===== src/rtl/apb_slave_regfile.sv =====
// APB completer with a resettable register file, own-slot select decode and fixed wait states.
// Optional APB_SLAVE_PSLVERR_EN: bad (misaligned / out-of-range) accesses raise pslverr with pready.
module apb_slave_regfile #(
    parameter int DATA_W      = 32,
    parameter int ADDR_W      = 32,
    parameter int DEPTH       = 16,
    parameter int SEL_IDX     = 0,
    parameter int WAIT_CYCLES = 0
) (
    input  logic              pclk,
    input  logic              presetn,
    input  logic [2:0]        psel,
    input  logic              penable,
    input  logic              pwrite,
    input  logic [ADDR_W-1:0] paddr,
    input  logic [DATA_W-1:0] pwdata,
    output logic [DATA_W-1:0] prdata,
    output logic              pready,
    output logic              pslverr
);

    localparam int         IDX_W   = $clog2(DEPTH);
    localparam logic [3:0] WAIT_LD = 4'(WAIT_CYCLES);
`ifdef APB_SLAVE_PSLVERR_EN
    localparam bit         ERR_EN  = 1'b1;
`else
    localparam bit         ERR_EN  = 1'b0;
`endif

    typedef enum logic [1:0] {
        S_IDLE,
        S_WAIT,
        S_READY
    } state_e;

    state_e            state_q, state_d;
    logic [3:0]        cnt_q, cnt_d;
    logic [IDX_W-1:0]  idx_q, idx_d;
    logic              bad_q, bad_d;
    logic              write_q, write_d;
    logic [DATA_W-1:0] prdata_q, prdata_d;
    logic              pready_q, pready_d;
    logic              pslverr_q, pslverr_d;
    logic [DATA_W-1:0] mem_q [DEPTH];

    logic sel;
    logic setup;
    logic addr_bad;
    logic wr_en;
    logic unused_ok;

    assign sel       = psel[SEL_IDX];
    assign setup     = sel & ~penable;
    // Anything above the word index, or a non-word-aligned byte offset, is out of this file.
    assign addr_bad  = (paddr[1:0] != 2'b00) | (|(paddr >> (2 + IDX_W)));
    assign unused_ok = ^psel;

    // NOTE: every signal assigned here gets a default first so no path leaves it unassigned (no latch).
    always_comb begin
        state_d   = state_q;
        cnt_d     = cnt_q;
        idx_d     = idx_q;
        bad_d     = bad_q;
        write_d   = write_q;
        case (state_q)
            S_IDLE: begin
                if (setup) begin
                    idx_d   = paddr[2 +: IDX_W];
                    bad_d   = addr_bad;
                    write_d = pwrite;
                    if (WAIT_CYCLES == 0) begin
                        state_d = S_READY;
                    end else begin
                        state_d = S_WAIT;
                        cnt_d   = WAIT_LD;
                    end
                end
            end
            S_WAIT: begin
                if (!sel) begin
                    state_d = S_IDLE;
                    cnt_d   = '0;
                end else begin
                    cnt_d = cnt_q - 4'd1;
                    if (cnt_q == 4'd1) state_d = S_READY;
                end
            end
            S_READY: state_d = S_IDLE;
            default: state_d = S_IDLE;
        endcase

        // READY always lasts one cycle, so state_d == READY means "entering READY".
        pready_d  = (state_d == S_READY);
        pslverr_d = ERR_EN && (state_d == S_READY) && bad_d;
        prdata_d  = (state_d == S_READY && !write_d && !bad_d) ? mem_q[idx_d] : '0;
    end

    // Abort (sel dropped) and bad accesses both suppress the commit.
    assign wr_en = (state_q == S_READY) && sel && penable && write_q && !bad_q;

    // NOTE: sequential state uses non-blocking assignments so all flops update from pre-edge values.
    always_ff @(posedge pclk or negedge presetn) begin
        if (!presetn) begin
            state_q   <= S_IDLE;
            cnt_q     <= '0;
            idx_q     <= '0;
            bad_q     <= 1'b0;
            write_q   <= 1'b0;
            prdata_q  <= '0;
            pready_q  <= 1'b0;
            pslverr_q <= 1'b0;
        end else begin
            state_q   <= state_d;
            cnt_q     <= cnt_d;
            idx_q     <= idx_d;
            bad_q     <= bad_d;
            write_q   <= write_d;
            prdata_q  <= prdata_d;
            pready_q  <= pready_d;
            pslverr_q <= pslverr_d;
        end
    end

    // NOTE: the register file must read 0 after reset, so it is built from resettable flops, not a RAM.
    always_ff @(posedge pclk or negedge presetn) begin
        if (!presetn) begin
            for (int i = 0; i < DEPTH; i++) mem_q[i] <= '0;
        end else if (wr_en) begin
            mem_q[idx_q] <= pwdata;
        end
    end

    assign prdata  = prdata_q;
    assign pready  = pready_q;
    assign pslverr = pslverr_q;

endmodule


===== config.mk =====
export PLATFORM = sky130hd
export DESIGN_NAME = apb_slave_regfile
export DESIGN_NICKNAME = d
export VERILOG_FILES = /design/src/rtl/apb_slave_regfile.sv
export SDC_FILE = /design/constraint.sdc
export NUM_CORES = 1
export LEC_CHECK = 0
export CELL_PAD_IN_SITES_DETAIL_PLACEMENT = 1
export CELL_PAD_IN_SITES_GLOBAL_PLACEMENT = 1
export CORE_UTILIZATION = 46
export CTS_CLUSTER_SIZE = 24
export DETAILED_ROUTE_END_ITERATION = 10
export PLACE_DENSITY_LB_ADDON = 0.1
export SYNTH_ARGS = -nofsm -noshare
export SYNTH_HDL_FRONTEND = slang
export SYNTH_SLANG_ARGS = --single-unit

===== constraint.sdc =====
create_clock -name pclk -period 2.1 [get_ports pclk]
set_clock_uncertainty 0.05 [all_clocks]
set_input_delay 0.42 -clock pclk [delete_from_list [all_inputs] [get_ports pclk]]
set_output_delay 0.42 -clock pclk [all_outputs]
set_load 0.01 [all_outputs]

==> impl_metrics.yaml <==
global_route:
  grt_start_max_net_pins: 70
  grt_pass1_wl_um: 123000
  busiest_layer: "met2"
  gr-usage-met2_pct: 49.7
  grt_usage_pct: 29.4
  met3_usage_pct: 3.31
  antenna_found_initial: 0
  grt_pass1_vias: 18700
  met1_usage_pct: 39.9
  overflow: 0
finish:
  most-common-layout-cells: "dfrtp_1, mux2_2, nand2_1, mux2i_1, buf_4"
  nets: 2205
  fill_cells: 4899
  diodes: 0
  area_growth_pct: 31.4
  final_util_pct: 61.7
  stdcell_count: 2866
  drive_gt1_share_pct: 44.8
  mostFrequentLayoutCell: "dfrtp_1"
worst_setup_path:
  cp.arrival_ns: 3.01
  max_stage_delay_ns: 0.41
  path_max_fanout: 7
  crit_chain: "nor4b_4 > buf_6 > buf_12 > mux2i_4 > inv_2 > nor2_4 > buf_12 > buf_12 > buf_12 > a32oi_1 > a32o_2"
  cpMostUsedCell: "buf_12"
  start_kind: "register"
  r2r_cells: 11
  r2r_setup_slack_ns: -0.45
  path_class: "reg -> reg"
  crit_slowest_cell: "dfrtp_1"
  critPathBufInv: 6
  critical-path-top-delay-family: "buffers and inverters"
  rr_startpoint: "state_q[1]$_DFF_PN0_"
  r2r-end: "prdata[23]$_DFF_PN0_"
  crit_required_ns: 2.56
  end_kind: "register"
synthesis:
  yosys_most_used_dff: "dfrtp_1"
  avgSynthCellArea_um2: 13.5
  ys_ff_latch: 557
  yosysWarnings: 0
  synth_cell_types: 44
  syn_area_um2: 24900
  synthCells: 1839
  synth_nets: 1912
  ys_async_sr_fraction_pct: 100
  synth_edf_count: 0
  ys_seq_area_share_pct: 56.0
routing:
  ant_nets: 0
  first_pass_iters: 5
  initialDrtViolationCount: 952
  dr_total_vias: 17200
  wl_per_cell_um: 29.5
  vias_per_cell: 6.02
  routed_wl_um: 84400
  route.detailed.drc: 0
sta:
  rsz0062_at_grt: "yes"
  fmax_mhz: 392
  drv_slew: 0
  fin_ws_ns: -0.449
  fin_crit_sh_pct: 121
  slew_headroom_pct: 52.3
  finalHoldViolCount: 0
  tightest_slew_ns: 0.714
  setup_viol: 546
  fin_crit_ns: 2.55
placement:
  io_buffers: 101
  gp_congestion: 0.787
  hpwl_um: 44600
  dp.cells: 2678
hold_path:
  hp-class: "in -> async"
floorplan:
  fp.dieW_um: 235
  die_area_um2: 55100
  std_cell_rows: 84
  coreArea_um2: 53100
  initial_core_util_pct: 46.9
  ios: 105
  die_y_um: 235
clocking:
  clkLatencyLatePin_ns: 0.63
  cts_buffer_depth: 3
  tritoncts: "built"
  cts_num_sinks: 557
  cts_root_buf: "clkbuf_16"
  htreeDepth: 2
  numCtsBuffers: 59
  path_clk_slew_ns: 0.06
outcome:
  run_status: "finished, violations left"
  violations: "setup timing"
power:
  leakage_nw: 15.8
  powerDensity_nw_per_um2: 792
  vdd_drop_max_uv: 699
job:
  max-cap-violations: 0
[Yosys cell counts (4+ instances only)]
cell,count,area [um^2]
a32oi_1,62,543
nor2b_1,8,50.1
mux2_1,24,270
buf_1,29,109
nand3_1,8,40.0
buf_2,34,170
mux2i_1,171,1710
a221oi_1,21,184
dfrtp_1,557,13900
mux2_2,488,5500
clkbuf_1,73,274
buf_4,16,120
a221oi_2,10,150
nor2_2,4,25.0
nor4_1,7,43.8
nor2_1,6,22.5
a32o_1,62,621
nand2_1,215,807
o21ai_0,4,20.0
[registers in the layout, indices dropped and copies added, names as in the netlist]
| name | cells |
|---|---|
| cnt_q | 4 |
| mem_q | 512 |
| write_q | 1 |
| prdata | 32 |
| state_q | 2 |
| pready | 1 |
| bad_q | 1 |
| idx_q | 4 |
[timing repair]
item,4_1_cts,5_1_grt
buffers inserted,21,22
resized for setup,126,57
hold endpoints to repair,76,0
pin swaps,33,26
hold buffers,1,0
setup endpoints to repair,546,545
gates cloned,23,14
[cell type report]
type,count,area [um^2],area share (%)
well taps,688,861,2.63
flip-flops and latches,557,13900,42.6
multi-input cells,1121,10800,32.9
repair inverters,1,8.76,0.0268
inverters,6,38.8,0.118
clock buffers,98,1830,5.58
repair buffers,386,5160,15.8
clock inverters,9,135,0.413
[stage by stage]
| step | area (um^2) | TNS, ns | setup WS (ns) | power [mW] | hold slack [ns] |
|---|---|---|---|---|---|
| 2_1_floorplan | 25000 | -6.45 | -0.212 | 12.7 | 0.0744 |
| 3_3_place_gp | 28600 | -318.66 | -0.940 | 14.4 | 0.291 |
| 3_5_place_dp | 28600 | -348.39 | -1.03 | 14.4 | 0.290 |
| 4_1_cts | 32000 | -99.73 | -0.394 | 25.6 | 0.221 |
| 5_1_grt | 32700 | -186.20 | -0.537 | 26.6 | 0.256 |
| 6_report | 32700 | -136.64 | -0.449 | 25.9 | 0.229 |
[worst max-delay path by stage]
| stage | end | cells after the start | slack, ns | startpoint |
|---|---|---|---|---|
| CTS | prdata[19]$_DFF_PN0_ | 10 | -0.39 | state_q[1]$_DFF_PN0_ |
| floorplan | prdata[13]$_DFF_PN0_ | 9 | -0.21 | penable |
| global placement | prdata[24]$_DFF_PN0_ | 10 | -0.94 | penable |
| global route | prdata[23]$_DFF_PN0_ | 11 | -0.54 | state_q[1]$_DFF_PN0_ |
| detailed placement | prdata[17]$_DFF_PN0_ | 10 | -1.03 | penable |
| finish | prdata[23]$_DFF_PN0_ | 11 | -0.45 | state_q[1]$_DFF_PN0_ |
[layer usage]
| metal | up-vias | wire length, um |
|---|---|---|
| met4 | 0 | 2650 |
| met3 | 147 | 3410 |
| met5 | - | 0 |
| li1 | 7338 | - |
| met2 | 407 | 42100 |
| met1 | 9354 | 36300 |
[where the power goes]
group,total (mW),switching [mW],internal (mW),leakage (nW)
logic,4.43,2.35,2.08,7.10
registers,10.8,0.0411,10.8,7.75
clock network,10.7,4.43,6.25,0.963
[cells by family (layout without fill, tap and decap cells)]
| kind of cell | Yosys count | count (layout) | synth area share (%) |
|---|---|---|---|
| compound gates | 169 | 169 | 6.38 |
| fa+ha+maj | 2 | 2 | 0.100 |
| buf+inv | 161 | 500 | 2.93 |
| flops | 557 | 557 | 56.0 |
| mux | 685 | 685 | 30.2 |
| other cells | 1 | 1 | 0.0151 |
| simple gates | 264 | 264 | 4.47 |
Power figures use the tool's default switching activity.
